[config.mk]
export PLATFORM = sky130hd
export DESIGN_NAME = key_move_sequencer
export DESIGN_NICKNAME = d
export VERILOG_FILES = /design/src/rtl/key_move_sequencer.sv
export SDC_FILE = /design/constraint.sdc
export NUM_CORES = 1
export LEC_CHECK = 0
export BUFFER_PORTS_ARGS = -buffer_cell sky130_fd_sc_hd__buf_4
export CORE_ASPECT_RATIO = 1.2
export CORE_MARGIN = 2
export CORE_UTILIZATION = 40
export CTS_CLUSTER_SIZE = 40
export DETAILED_ROUTE_END_ITERATION = 10
export PLACE_DENSITY = 0.74
export SYNTH_ARGS = -nofsm -noshare
export SYNTH_HDL_FRONTEND = slang
export SYNTH_SLANG_ARGS = --single-unit
export TNS_END_PERCENT = 100
[constraint.sdc]
create_clock -name Clk -period 1.8 [get_ports Clk]
set_input_delay 0.27 -clock Clk [delete_from_list [all_inputs] [get_ports Clk]]
set_output_delay 0.27 -clock Clk [all_outputs]
set_load 0.02 [all_outputs]
[src/rtl/key_move_sequencer.sv]
// Frame-synchronous WASD key sequencer: samples HID slots on each vs rising edge and
// issues collision-gated single steps. Define KEY_AUTOREPEAT_EN to enable held-key repeat.
module key_move_sequencer #(
    parameter logic [7:0]  UP_CODE      = 8'h1A,
    parameter logic [7:0]  DOWN_CODE    = 8'h16,
    parameter logic [7:0]  LEFT_CODE    = 8'h04,
    parameter logic [7:0]  RIGHT_CODE   = 8'h07,
    parameter int unsigned REPEAT_DELAY = 12,
    parameter int unsigned REPEAT_RATE  = 4
) (
    input  logic       Clk,
    input  logic       Reset,
    input  logic       vs,
    input  logic [7:0] keycode [0:5],
    input  logic [3:0] blocked,
    output logic       frame_tick,
    output logic [3:0] dir,
    output logic       move_valid,
    output logic       key_held
);

    typedef enum logic [2:0] {
        StIdle,
        StFirst,
        StWait,
        StRepeat,
        StHold
    } state_t;

    state_t     r_state;
    state_t     w_state_d;
    logic       r_vs;
    logic [3:0] r_prev_pressed;
    logic [3:0] r_dir;
    logic [7:0] r_cnt;
    logic       r_frame_tick;
    logic       r_move_valid;
    logic       r_key_held;

    logic       w_tick;
    logic [3:0] w_pressed;
    logic [3:0] w_new_press;
    logic [3:0] w_winner;
    logic [3:0] w_dir_d;
    logic [7:0] w_cnt_d;
    logic [7:0] w_cnt_inc;
    logic       w_step;

`ifdef KEY_AUTOREPEAT_EN
    localparam logic [7:0] DelayCnt = 8'(REPEAT_DELAY);
    localparam logic [7:0] RateCnt  = 8'(REPEAT_RATE);
`else
    logic w_unused_cfg;
    assign w_unused_cfg = ^{REPEAT_DELAY[7:0], REPEAT_RATE[7:0]};
`endif

    // Priority order up > down > left > right on bits [3:0].
    function automatic logic [3:0] f_top(input logic [3:0] v);
        if (v[3])      return 4'b1000;
        else if (v[2]) return 4'b0100;
        else if (v[1]) return 4'b0010;
        else if (v[0]) return 4'b0001;
        else           return 4'b0000;
    endfunction

    assign w_tick      = ~r_vs & vs;
    assign w_new_press = w_pressed & ~r_prev_pressed;
    assign w_cnt_inc   = (r_cnt == 8'hFF) ? r_cnt : r_cnt + 8'd1;

    always_comb begin
        w_pressed = '0;
        for (int i = 0; i < 6; i++) begin
            if (keycode[i] == UP_CODE)    w_pressed[3] = 1'b1;
            if (keycode[i] == DOWN_CODE)  w_pressed[2] = 1'b1;
            if (keycode[i] == LEFT_CODE)  w_pressed[1] = 1'b1;
            if (keycode[i] == RIGHT_CODE) w_pressed[0] = 1'b1;
        end
    end

    always_comb begin
        if (w_new_press != 4'b0000) begin
            w_winner = f_top(w_new_press);
        end else if ((r_dir & w_pressed) != 4'b0000) begin
            w_winner = r_dir;
        end else begin
            w_winner = f_top(w_pressed);
        end
    end

    always_comb begin
        w_state_d = r_state;
        w_cnt_d   = r_cnt;
        w_dir_d   = r_dir;
        w_step    = 1'b0;
        if (w_tick) begin
            if (w_winner == 4'b0000) begin
                w_state_d = StIdle;
                w_cnt_d   = 8'd0;
                w_dir_d   = 4'b0000;
            end else if (w_winner != r_dir) begin
                w_state_d = StFirst;
                w_cnt_d   = 8'd1;
                w_dir_d   = w_winner;
                w_step    = 1'b1;
            end else begin
                case (r_state)
`ifdef KEY_AUTOREPEAT_EN
                    // FIRST counts like WAIT so the first repeat lands REPEAT_DELAY frames
                    // after the initial step.
                    StFirst, StWait: begin
                        if (r_cnt == DelayCnt) begin
                            w_state_d = StRepeat;
                            w_cnt_d   = 8'd1;
                            w_step    = 1'b1;
                        end else begin
                            w_state_d = StWait;
                            w_cnt_d   = w_cnt_inc;
                        end
                    end
                    StRepeat: begin
                        if (r_cnt == RateCnt) begin
                            w_cnt_d = 8'd1;
                            w_step  = 1'b1;
                        end else begin
                            w_cnt_d = w_cnt_inc;
                        end
                    end
`else
                    StFirst, StHold: begin
                        w_state_d = StHold;
                    end
`endif
                    default: begin
                        w_state_d = r_state;
                    end
                endcase
            end
        end
    end

    always_ff @(posedge Clk or posedge Reset) begin
        if (Reset) begin
            r_state        <= StIdle;
            r_vs           <= 1'b1;
            r_prev_pressed <= 4'b0000;
            r_dir          <= 4'b0000;
            r_cnt          <= 8'd0;
            r_frame_tick   <= 1'b0;
            r_move_valid   <= 1'b0;
            r_key_held     <= 1'b0;
        end else begin
            r_state      <= w_state_d;
            r_vs         <= vs;
            r_dir        <= w_dir_d;
            r_cnt        <= w_cnt_d;
            r_frame_tick <= w_tick;
            // A blocked step still advances the FSM, only the pulse is dropped.
            r_move_valid <= w_step & ((w_dir_d & blocked) == 4'b0000);
            if (w_tick) begin
                r_prev_pressed <= w_pressed;
                r_key_held     <= |w_pressed;
            end
        end
    end

    assign frame_tick = r_frame_tick;
    assign dir        = r_dir;
    assign move_valid = r_move_valid;
    assign key_held   = r_key_held;

endmodule

# After elaboration in Yosys (flattened, before gate mapping)

Cells that the tools add are included.

Register bits after elaboration: 12
Bits of input ports: 55
Word-level logic and storage cells: 83
Output and inout port bits: 7

Bitwise operators: 7
Muxes and demuxes: 40
Reduce and logical (&&, ||, !) cells: 5
Equal/unequal tests: 25

Operator list:

| cell                                          | number |
|---|---|
| == test 8 x 3 -> 1 bit, second input constant | 12 |
| == test 8 x 5 -> 1 bit, second input constant | 12 |
| two-way mux 1 bit                             | 29 |
| two-way mux 4 bit                             | 7 |
| bitwise AND 4 bit                             | 3 |
| logical NOT 4 bit                             | 2 |
| nonzero test 4 bit                            | 2 |
| two-way mux 3 bit                             | 2 |
| two-way mux 2 bit                             | 2 |
| != test 4 bit                                 | 1 |
| NOT 4 bit                                     | 1 |
| OR reduction 4 bit                            | 1 |
| bitwise AND 1 bit                             | 2 |
| NOT 1 bit                                     | 1 |

# Longest topological paths before layout

Gate-level depths: netlist of the first run.

Word-level depth: 20
Gate-level depth with buffers: 10
Mapped depth without buffers: 9

# Worst setup path after synthesis of the first run

Ideal clock, no wire load.

Path kind: input to register
From: input keycode[15] (netlist name)
To: register r_move_valid, in the netlist move_valid
Data required time: 1.704 ns
Stages on the path: 9
Path slack: -0.665 ns
Setup time: 0.096 ns
Data arrival time: 2.369 ns
Buffers on the path: 0
Path through: or4_4 or3_1 nand4_2 o21bai_2 and4bb_4 mux2_4 o32ai_2 nor4_1 nor4_2

Cells in the longest elaborated chain, start to end: 16
Elaborated cells between the ends (all ways): 37
Classes of those cells: eq/ne: 5; mux: 24; bitwise: 4; reduce/logical: 4

Ends and longest elaborated chain:

| element                                                       | line   | source |
|---|---|---|
| from (decl)                                                   | 14     | `input logic [7:0] keycode [0:5],` |
| == test 8 x 3 -> 1 bit                                        | 76     | `if (keycode[i] == RIGHT_CODE) w_pressed[0] = 1'b1;` |
| two-way mux 1 bit (2 in a row)                                | 76     |  |
| two-way mux 1 bit / bitwise AND 4 bit (equally long branches) | 62, 67 |  |
| two-way mux 2 bit / two-way mux 1 bit (equally long branches) | 61, 62 |  |
| two-way mux 3 bit / two-way mux 2 bit (equally long branches) | 60, 61 |  |
| two-way mux 4 bit / two-way mux 3 bit (equally long branches) | 59, 60 |  |
| two-way mux 4 bit, on equally long branches                   | 83, 59 |  |
| two-way mux 4 bit (*)                                         | 81     | `if (w_new_press != 4'b0000) begin` |
| != test 4 bit                                                 | 100    | `end else if (w_winner != r_dir) begin` |
| two-way mux 4 bit                                             | 100    |  |
| two-way mux 4 bit                                             | 96     | `if (w_winner == 4'b0000) begin` |
| two-way mux 4 bit                                             | 95     | `if (w_tick) begin` |
| bitwise AND 4 bit                                             | 158    | `r_move_valid <= w_step & ((w_dir_d & blocked) == 4'b0000);` |
| logical NOT 4 bit                                             | 158    |  |
| bitwise AND 1 bit (*)                                         | 158    |  |
| to (signal assigned)                                          | 158    |  |
| to (decl)                                                     | 37     | `logic r_move_valid;` |

Every way passes the cells marked *; elsewhere a longest branch is shown, timed or not.
A chain may end at the register's enable or synchronous reset.

# Worst setup path after layout of the first run

From: input keycode[15] (netlist name)
To: register r_move_valid, in the netlist move_valid

Cells in the longest elaborated chain, start to end: 16
Elaborated cells between the ends (all ways): 37
Classes of those cells: eq/ne: 5; mux: 24; bitwise: 4; reduce/logical: 4

Ends and longest elaborated chain:

| element                                                       | line   | source |
|---|---|---|
| == test 8 x 3 -> 1 bit                                        | 76     |  |
| two-way mux 1 bit (2 in a row)                                | 76     |  |
| two-way mux 1 bit / bitwise AND 4 bit (equally long branches) | 62, 67 |  |
| two-way mux 2 bit / two-way mux 1 bit (equally long branches) | 61, 62 |  |
| two-way mux 3 bit / two-way mux 2 bit (equally long branches) | 60, 61 |  |
| two-way mux 4 bit / two-way mux 3 bit (equally long branches) | 59, 60 |  |
| two-way mux 4 bit, on equally long branches                   | 83, 59 |  |
| two-way mux 4 bit (*)                                         | 81     |  |
| != test 4 bit                                                 | 100    |  |
| two-way mux 4 bit                                             | 100    |  |
| two-way mux 4 bit (*)                                         | 96     |  |
| two-way mux 4 bit (*)                                         | 95     |  |
| net w_dir_d[3]                                                | 44     | `logic [3:0] w_dir_d;` |
| bitwise AND 4 bit (*)                                         | 158    |  |
| logical NOT 4 bit (*)                                         | 158    |  |
| bitwise AND 1 bit (*)                                         | 158    |  |

Mark *: on every way through the listed nets, which the timed path passes. The rest lies on a longest branch.

==> results.yml, run 1 <==
status:
  outcome: "finished with violations"
  violations: "hold timing, setup timing"
floorplan:
  initial_core_util_pct: 41.45
  die_y_um: 65.36
  dieWidth_um: 55.13
  core_area_um2: 3028
  row_count: 22
  io_pins: 62
  die-area_um2: 3603
global_routing:
  overflow: 0
  grt_max_degree: 13
  grt_usage_pct: 33.14
  grt_pass1_wl_um: 8735
  grt_antenna_before_repair: 0
  grt_pass1_vias: 2016
power:
  power.switching_w: 0.0002746
  peakVddDrop_mv: 0.5040
  pwr-share-clk_pct: 26.9
  p_seq_share_pct: 32.9
  power.leakage_nw: 1.117
  power_density_nw_per_um2: 360.4
  power.internal_w: 0.0005981
  p_sw_share_pct: 31.46
  power_frac_comb_pct: 40.2
clock_network:
  tritoncts: "yes"
  path_clk_slew_ns: 0.09
  htreeDepth: 1
  clock_latency_ns: 0.30
  cts_sinks: 12
  cts_buffers: 3
  cts_max_path_buffers: 2
  cts_root_buf: "clkbuf_4"
logic_synthesis:
  synth_compound_area_share_pct: 29.81
  synth_cell_types: 48
  synth_seq_cells: 12
  avgSynthCellArea_um2: 7.943
  synth_area_leaders: "dfrtp_1 (22%), o21ai_0 (5.2%), nand2_1 (5.1%)"
  synth.mux.area_fraction_pct: 1.994
  async_flop_share_pct: 100.0
  synth_top_family_by_area: "simple AND/OR/NAND/NOR gates"
  syn_area_um2: 1255
  ys.flop_type: "dfrtp_1"
  synth-simple-area-share_pct: 41.08
  yosysSeqAreaShare_pct: 24.03
  syn_nets: 213
  synth_xor_xnor_area_share_pct: 0
  synth_cells: 158
  synth_adder_area_share_pct: 0
  synth_top_area_share_pct: 21.93
  synth_edf_count: 0
  yosys_warnings: 0
  synth_top_cell_by_area: "dfrtp_1"
setup_path:
  critPathArrivalTime_ns: 2.48
  critPathLaunchType: "primary input"
  crit_type: "primary input to register"
  required_ns: 1.99
  crit_fanout: 3
  cp-end-kind: "register"
cells_and_area:
  final_cell_area_um2: 2421
  nets: 331
  drive_above_1_share_pct: 57.45
  layout_commonest_cell: "buf_4"
  syn2layout_area_growth_pct: 92.92
  layout_common_cells: "buf_4 (109), nand2_1 (17), dfrtp_1 (11)"
  antenna_cells: 0
  fin_util_pct: 79.96
  finalNonFillerCells: 311
sta:
  fin_worst_skew_ns: 0.005188
  min_period_ns: 2.296
  relSlewSlack_pct: 64.79
  worst_pin_slew_ns: 0.5246
  fmax_mhz: 435.6
  final.setup.worst_slack_ns: -0.4959
  setup_viol: 6
  fin_crit_sh_pct: 127.5
  finalHoldViolations: 11
  holdWs_ns: -0.007076
  slew_viol_final: 0
  rsz0062_at_grt: "true"
place:
  dp.cells: 301
  numPortBuffers: 61
  preCtsSetupSlack_ns: -0.8236
  dpl-instance-area_um2: 2128
  dp_hpwl_um: 4075
  place_congestion: 1.019
drt:
  vias_per_cell: 6.093
  dr.pass1.iters: 4
  postRouteAntennaNets: 0
  first_iter_violations: 71
  routed_wl_um: 5568
  vias: 1895
  wl_per_cell_um: 17.90
  drc: 0
worst_hold_path:
  min_path_type: "primary input to async pin"
flow_run:
  drv_cap: 0
==> cells by family (layout without fill, tap and decap cells) <==
logic type             Yosys count  count (layout)
and+or+nand+nor                 84              84
AOI/OAI and AO/OA               50              50
DFF                             12              12
buffers and inverters           10             127
muxes                            2               2
==> path summary, 6_finish.rpt <==
path / start / endpoint / slack (ns) / depth (start not counted)
worst max-delay path: keycode[15] / move_valid / -0.50 / 10
worst min-delay path: Reset / move_valid / -0.007 / 2
worst max register to register: r_prev_pressed[2] / move_valid / -0.04 / 7
worst min register to register: key_held / key_held / 0.50 / 1
max in group asynchronous: Reset / r_vs / 1.45 / 2
min in group Clk: vs / r_vs / 0.09 / 1
==> worst max-delay path, cell delays in order <==
cell	delay, ns
buf_6	0.10
or4_4	0.53
or3_4	0.36
nand4_4	0.11
o21bai_4	0.07
and4bb_4	0.23
mux2_4	0.33
o32ai_4	0.24
a22o_1	0.18
nor4_2	0.05
==> repair_timing <==
item | in CTS | in global routing
resized for setup | 34 | 10
endpoints found under the setup margin | 6 | 6
setup buffers | 5 | 1
pin swaps | 9 | 3
hold buffers | 0 | 0
==> metal layers <==
| metal | vias to the layer above | share of wire (%) | global-route usage [%] |
|---|---|---|---|
| li1 | 872 | - | - |
| met1 | 901 | 36 | 33.29 |
| met2 | 93 | 53 | 58.33 |
| met3 | 29 | 6.2 | 6.818 |
| met4 | 0 | 5.1 | 21.95 |
| met5 | - | 0 | 0 |
==> synth_stat cells, drive strengths merged, types with 3 or more instances <==
| cell type | instances |
|---|---|
| nor2b | 5 |
| and4b | 3 |
| nand3 | 5 |
| or2 | 3 |
| nor4b | 5 |
| nor3 | 3 |
| nor4 | 9 |
| inv | 7 |
| nand2 | 17 |
| a22o | 3 |
| nand2b | 4 |
| o32ai | 3 |
| nor2 | 12 |
| a21oi | 7 |
| dfrtp | 11 |
| o2111ai | 3 |
| o21ai | 13 |
| nand4 | 7 |
==> power groups by stage <==
stage	clock network, W	logic (W)	registers (W)
2_1_floorplan	0	0.0000951	0.000303
4_1_cts	0.000229	0.000333	0.000287
6_report	0.000235	0.000350	0.000287
3_3_place_gp	0	0.000294	0.000291
3_5_place_dp	0	0.000303	0.000291
5_1_grt	0.000237	0.000375	0.000288
==> stage by stage <==
stage | TNS [ns] | total power (W)
floorplan | -1.299 | 0.0003982
global placement | -3.343 | 0.0005854
detailed placement | -3.833 | 0.0005943
CTS | -1.253 | 0.0008485
global route | -2.080 | 0.0009001
finish | -1.542 | 0.0008726
==> cell type report <==
| cell class | instances | area, µm² |
|---|---|---|
| flip-flops and latches | 12 | 301.5 |
| well taps | 36 | 45.04 |
| fillers | 195 | 606.8 |
| clock buffers | 4 | 36.28 |
| multi-input cells | 136 | 1115 |
| repair buffers | 116 | 897.1 |
| inverters | 7 | 26.28 |
==> state kept, by name (all words and copies together) (netlist names) <==
name	count
frame_tick	1
r_prev_pressed	4
move_valid	1
r_vs	1
key_held	1
dir	4
Power figures use the tool's default switching activity.
==> inputs of run 2 (changes only) <==
--- a/config.mk
+++ b/config.mk
@@ -12,6 +12,7 @@
 export CTS_CLUSTER_SIZE = 40
 export DETAILED_ROUTE_END_ITERATION = 10
 export PLACE_DENSITY = 0.74
+export RECOVER_POWER = 100
 export SYNTH_ARGS = -nofsm -noshare
 export SYNTH_HDL_FRONTEND = slang
 export SYNTH_SLANG_ARGS = --single-unit
==> run 2 against run 1 <==
The flow still finishes with violations (hold timing, setup timing). Sequential share of layout area rose by 0.14 points. Critical endpoint unchanged. Critical path type unchanged. Die area did not move. Global-route usage did not move.
==> results.yml, run 2 (same netlist as run 1, synthesis figures left out) <==
status:
  outcome: "finished with violations"
  violations: "hold timing, setup timing"
setup_path:
  critPathLaunchType: "primary input"
  crit_fanout: 3
  worstReg2RegStart: "dir[2]"
  worst-path-buf-inv: 1
  cp-end-kind: "register"
  required_ns: 1.98
  critPathArrivalTime_ns: 2.48
  crit_chain: "buf_6 -> or4_4 -> or3_4 -> nand4_4 -> o21bai_4 -> and4bb_4 -> mux2_4 -> o32ai_4 -> a22o_1 -> nor4_2"
  max_stage_delay_ns: 0.53
  cp_top_family: "simple AND/OR/NAND/NOR gates"
  r2r_setup_slack_ns: -0.09
  crit_type: "primary input to register"
  cpMaxStageDelayCell: "or4_4"
  rr_worst_depth: 8
  startpoint: "keycode[15]"
  timing.rr.end: "move_valid"
sta:
  final.setup.worst_slack_ns: -0.4925
  setup_viol: 6
  worst_pin_slew_ns: 0.5167
  holdWs_ns: -0.008402
  rsz0062_at_grt: "true"
  finalHoldViolations: 11
  slew_viol_final: 0
  fmax_mhz: 436.2
  min_period_ns: 2.292
  fin_worst_skew_ns: 0.003919
  fin_crit_sh_pct: 127.4
  relSlewSlack_pct: 65.33
drt:
  first_iter_violations: 73
  routed_wl_um: 5567
  wl_per_cell_um: 17.90
  dr.pass1.iters: 4
  postRouteAntennaNets: 0
  drc: 0
  vias_per_cell: 6.077
  vias: 1890
power:
  p_sw_share_pct: 31.59
  peakVddDrop_mv: 0.4999
  power_density_nw_per_um2: 361.2
  power.switching_w: 0.0002733
  power.internal_w: 0.0005918
  power_frac_comb_pct: 39.8
  pwr-share-clk_pct: 27.0
  p_seq_share_pct: 33.2
  power.leakage_nw: 1.088
floorplan:
  dieWidth_um: 55.13
  die_y_um: 65.36
  row_count: 22
  die-area_um2: 3603
  initial_core_util_pct: 41.45
  core_area_um2: 3028
  io_pins: 62
place:
  place_congestion: 1.019
  dp_hpwl_um: 4075
  dpl-instance-area_um2: 2128
  numPortBuffers: 61
  dp.cells: 301
cells_and_area:
  layout_common_cells: "buf_4 (100), nand2_1 (17), dfrtp_1 (11)"
  syn2layout_area_growth_pct: 90.83
  finalNonFillerCells: 311
  final_cell_area_um2: 2395
  layout_commonest_cell: "buf_4"
  nets: 331
  drive_above_1_share_pct: 54.91
  antenna_cells: 0
flow_run:
  drv_cap: 0
global_routing:
  grt_usage_pct: 33.14
  grt_pass1_vias: 2016
  grt_max_degree: 13
  grt_pass1_wl_um: 8735
  overflow: 0
  grt_antenna_before_repair: 0
clock_network:
  clock_latency_ns: 0.30
  cts_buffers: 3
  htreeDepth: 1
  cts_max_path_buffers: 2
  cts_root_buf: "clkbuf_4"
  tritoncts: "yes"
  cts_sinks: 12
  path_clk_slew_ns: 0.08
worst_hold_path:
  min_path_type: "primary input to async pin"
## run 2: cell types whose count changed in the layout (fill, tap and decap cells not counted)
cell and delta:
clkbuf_4 +2, buf_4 -9, clkbuf_1 +7
## run 2: routing by layer
metal | GRT usage (%) | part of all wire (%)
met1 | 33.29 | 36
met2 | 58.33 | 52
met3 | 6.818 | 6.3
met4 | 21.95 | 5.3
met5 | 0 | 0
## run 2: cell type report
class	instances	area, µm²
Tap cell	36	45.04
Fill cell	208	633.1
Inverter	7	26.28
Multi-Input combinational cell	136	1115
Timing Repair Buffer	116	870.8
Clock buffer	4	36.28
Sequential cell	12	301.5
## run 2: worst register-to-register path, cell delays in order (launching register included)
cell and delay, ns:
dfrtp_1 0.37, clkbuf_1 0.28, inv_1 0.18, nor2_1 0.15
mux2i_1 0.10, o221ai_2 0.20, o2111ai_2 0.17, nor4_2 0.27
nor4_2 0.06
## run 2: what timing repair did
action                                  4_1_cts  5_1_grt
hold buffers                                  0        0
pin swaps                                     9        3
endpoints found under the setup margin        6        6
buffers inserted                              5        1
gates cloned                                  0        0
resized for setup                            34       10
## run 2: stage by stage
| step | TNS, ns | utilization (%) | setup WS, ns | power [W] |
|---|---|---|---|---|
| 6_report | -1.570 | 79.09 | -0.4925 | 0.0008651 |
| 4_1_cts | -1.253 | 78.22 | -0.4701 | 0.0008485 |
| 2_1_floorplan | -1.299 | - | -0.5655 | 0.0003982 |
| 5_1_grt | -2.101 | 79.09 | -0.5980 | 0.0008941 |
| 3_5_place_dp | -3.833 | 70.29 | -0.8236 | 0.0005943 |
| 3_3_place_gp | -3.343 | 70.29 | -0.8251 | 0.0005854 |
## run 2: worst max path at each step
stage                     depth (start not counted)          to
after floorplan                                   9  move_valid
after global routing                             11  move_valid
after CTS                                        10  move_valid
after detailed placement                         11  move_valid
after global placement                           10  move_valid
final                                            10  move_valid
## run 2: power by group through the flow
stage | clock [W] | combinational, W | sequential (W)
final | 0.000234 | 0.000344 | 0.000287
after global routing | 0.000237 | 0.000369 | 0.000289
after CTS | 0.000229 | 0.000333 | 0.000287
after detailed placement | 0 | 0.000303 | 0.000291
after global placement | 0 | 0.000294 | 0.000291
after floorplan | 0 | 0.0000951 | 0.000303
==> inputs of run 3 (changes only) <==
--- a/config.mk
+++ b/config.mk
@@ -13,6 +13,7 @@
 export DETAILED_ROUTE_END_ITERATION = 10
 export PLACE_DENSITY = 0.74
 export RECOVER_POWER = 100
+export SKIP_LAST_GASP = 1
 export SYNTH_ARGS = -nofsm -noshare
 export SYNTH_HDL_FRONTEND = slang
 export SYNTH_SLANG_ARGS = --single-unit
==> run 3 against run 2 <==
The run still ends with hold timing, setup timing left. Cell count did not move. Worst setup slack got worse by 0.0078 ns. Non-clock buffer count did not move. Sequential cell count did not move. Via count rose by 0.37%. Largest power group unchanged. Critical path depth rose by 1. First-iteration DRC count fell by 1.4%. Global-route usage did not move. Sequential share of layout area barely moved. Worst hold slack improved by 0.0049 ns. Power fell by 0.44%. Die area did not move.
==> results.yml, run 3 (same netlist as run 1, synthesis figures left out) <==
floorplan:
  initial_core_util_pct: 41.45
  dieWidth_um: 55.13
  row_count: 22
  die-area_um2: 3603
  die_y_um: 65.36
  core_area_um2: 3028
  io_pins: 62
cells_and_area:
  syn2layout_area_growth_pct: 90.53
  final_cell_area_um2: 2391
  layout_common_cells: "buf_4 (100), nand2_1 (17), dfrtp_1 (11)"
  layout_commonest_cell: "buf_4"
  antenna_cells: 0
  nets: 331
  drive_above_1_share_pct: 54.55
power:
  power.leakage_nw: 1.085
  p_sw_share_pct: 31.34
  pwr-share-clk_pct: 26.7
  peakVddDrop_mv: 0.4932
  power_frac_comb_pct: 40.0
  power.internal_w: 0.0005914
  p_seq_share_pct: 33.3
  power_w: 0.0008612
  power.switching_w: 0.0002699
  power_density_nw_per_um2: 360.2
global_routing:
  grt_pass1_vias: 2016
  grt_usage_pct: 33.14
  grt_max_degree: 13
  grt_pass1_wl_um: 8735
  grt_antenna_before_repair: 0
  overflow: 0
sta:
  finalHoldViolations: 5
  setup_viol: 6
  slew_viol_final: 0
  worst_pin_slew_ns: 0.5341
  holdWs_ns: -0.003464
  final.setup.worst_slack_ns: -0.5003
  min_period_ns: 2.300
  rsz0062_at_grt: "true"
  relSlewSlack_pct: 64.15
  fin_crit_sh_pct: 127.8
  fin_worst_skew_ns: 0.004976
  fmax_mhz: 434.7
setup_path:
  cpMaxStageDelayCell: "or4_4"
  max_stage_delay_ns: 0.53
  cp-end-kind: "register"
  critPathArrivalTime_ns: 2.48
  required_ns: 1.98
  crit_type: "primary input to register"
  worst_path_most_repeated_cell: "buf_6"
  critPathLaunchType: "primary input"
  crit_chain: "buf_6 -> or4_4 -> buf_6 -> o31ai_4 -> nor2_2 -> buf_6 -> o2111a_1 -> o211ai_1 -> o2111ai_2 -> nor4_2 -> nor4_2"
  crit_fanout: 7
clock_network:
  tritoncts: "yes"
  cts_buffers: 3
  cts_sinks: 12
  cts_root_buf: "clkbuf_4"
  cts_hold_buf: 0
  clock_latency_ns: 0.29
  cts_max_path_buffers: 2
  htreeDepth: 1
  path_clk_slew_ns: 0.08
drt:
  postRouteAntennaNets: 0
  dr.pass1.iters: 4
  vias: 1897
  drc: 0
  wl_per_cell_um: 17.82
  first_iter_violations: 72
  vias_per_cell: 6.100
  routed_wl_um: 5541
place:
  dpl-instance-area_um2: 2128
  numPortBuffers: 61
  place_congestion: 1.019
  preCtsSetupSlack_ns: -0.8236
  dp_hpwl_um: 4075
status:
  outcome: "finished with violations"
  violations: "hold timing, setup timing"
flow_run:
  drv_cap: 0
worst_hold_path:
  min_path_type: "primary input to async pin"
-- run 3: cell types whose count changed in the layout (fill, tap and decap cells not counted) --
| cell | change |
|---|---|
| o21ai_1 | -1 |
| o2111a_1 | +1 |
| o2111a_2 | -1 |
| or2_2 | +1 |
| o21ai_0 | +1 |
| or2_4 | -1 |
-- run 3: repair_timing --
action | in CTS | in global routing
setup buffers | 5 | 1
setup endpoints to repair | 6 | 6
hold endpoints to repair | 0 | 0
pin swaps | 9 | 3
gates resized for setup | 34 | 7
-- run 3: cell type report --
| cell class | count | area, µm² |
|---|---|---|
| Fill cell | 208 | 636.9 |
| Timing Repair Buffer | 116 | 870.8 |
| Clock buffer | 4 | 36.28 |
| Multi-Input combinational cell | 136 | 1111 |
| Tap cell | 36 | 45.04 |
| Inverter | 7 | 26.28 |
| Sequential cell | 12 | 301.5 |
-- run 3: through the flow --
step | util, % | setup TNS [ns] | instances | hold slack, ns
finish | 78.97 | -1.595 | 311 | -0.003464
global route | 78.97 | -2.209 | 311 | 0.04546
CTS | 78.22 | -1.253 | 310 | 0.01648
detailed placement | 70.29 | -3.833 | 301 | 0.3234
global placement | 70.29 | -3.343 | 301 | 0.3109
floorplan | - | -1.299 | 158 | 0.1340
-- run 3: path summary, 6_finish.rpt --
path	start	endpoint	slack (ns)	cells past startpoint
max reg2reg	dir[2]	move_valid	-0.06	8
min	Reset	frame_tick	-0.003	2
max in group asynchronous	Reset	r_vs	1.45	2
min in group Clk	vs	r_vs	0.10	1
max	keycode[15]	move_valid	-0.50	11
min reg2reg	key_held	key_held	0.49	1
-- run 3: metal layers --
metal	GRT usage, %	routed length [µm]
met1	33.29	1965
met2	58.33	2930
met3	6.818	353
met4	21.95	291
met5	0	0
-- run 3: critical path: cells and delay by family --
kind / cells / cell delay (ns)
buf+inv: 3 / 0.38
compound gates: 4 / 0.87
simple gates: 4 / 0.96
-- run 3: power by group through the flow --
stage	logic [W]	clock network [W]	registers, W
final	0.000344	0.000230	0.000287
after global routing	0.000369	0.000237	0.000288
after detailed placement	0.000303	0	0.000291
after CTS	0.000333	0.000229	0.000287
after floorplan	0.0000951	0	0.000303
after global placement	0.000294	0	0.000291
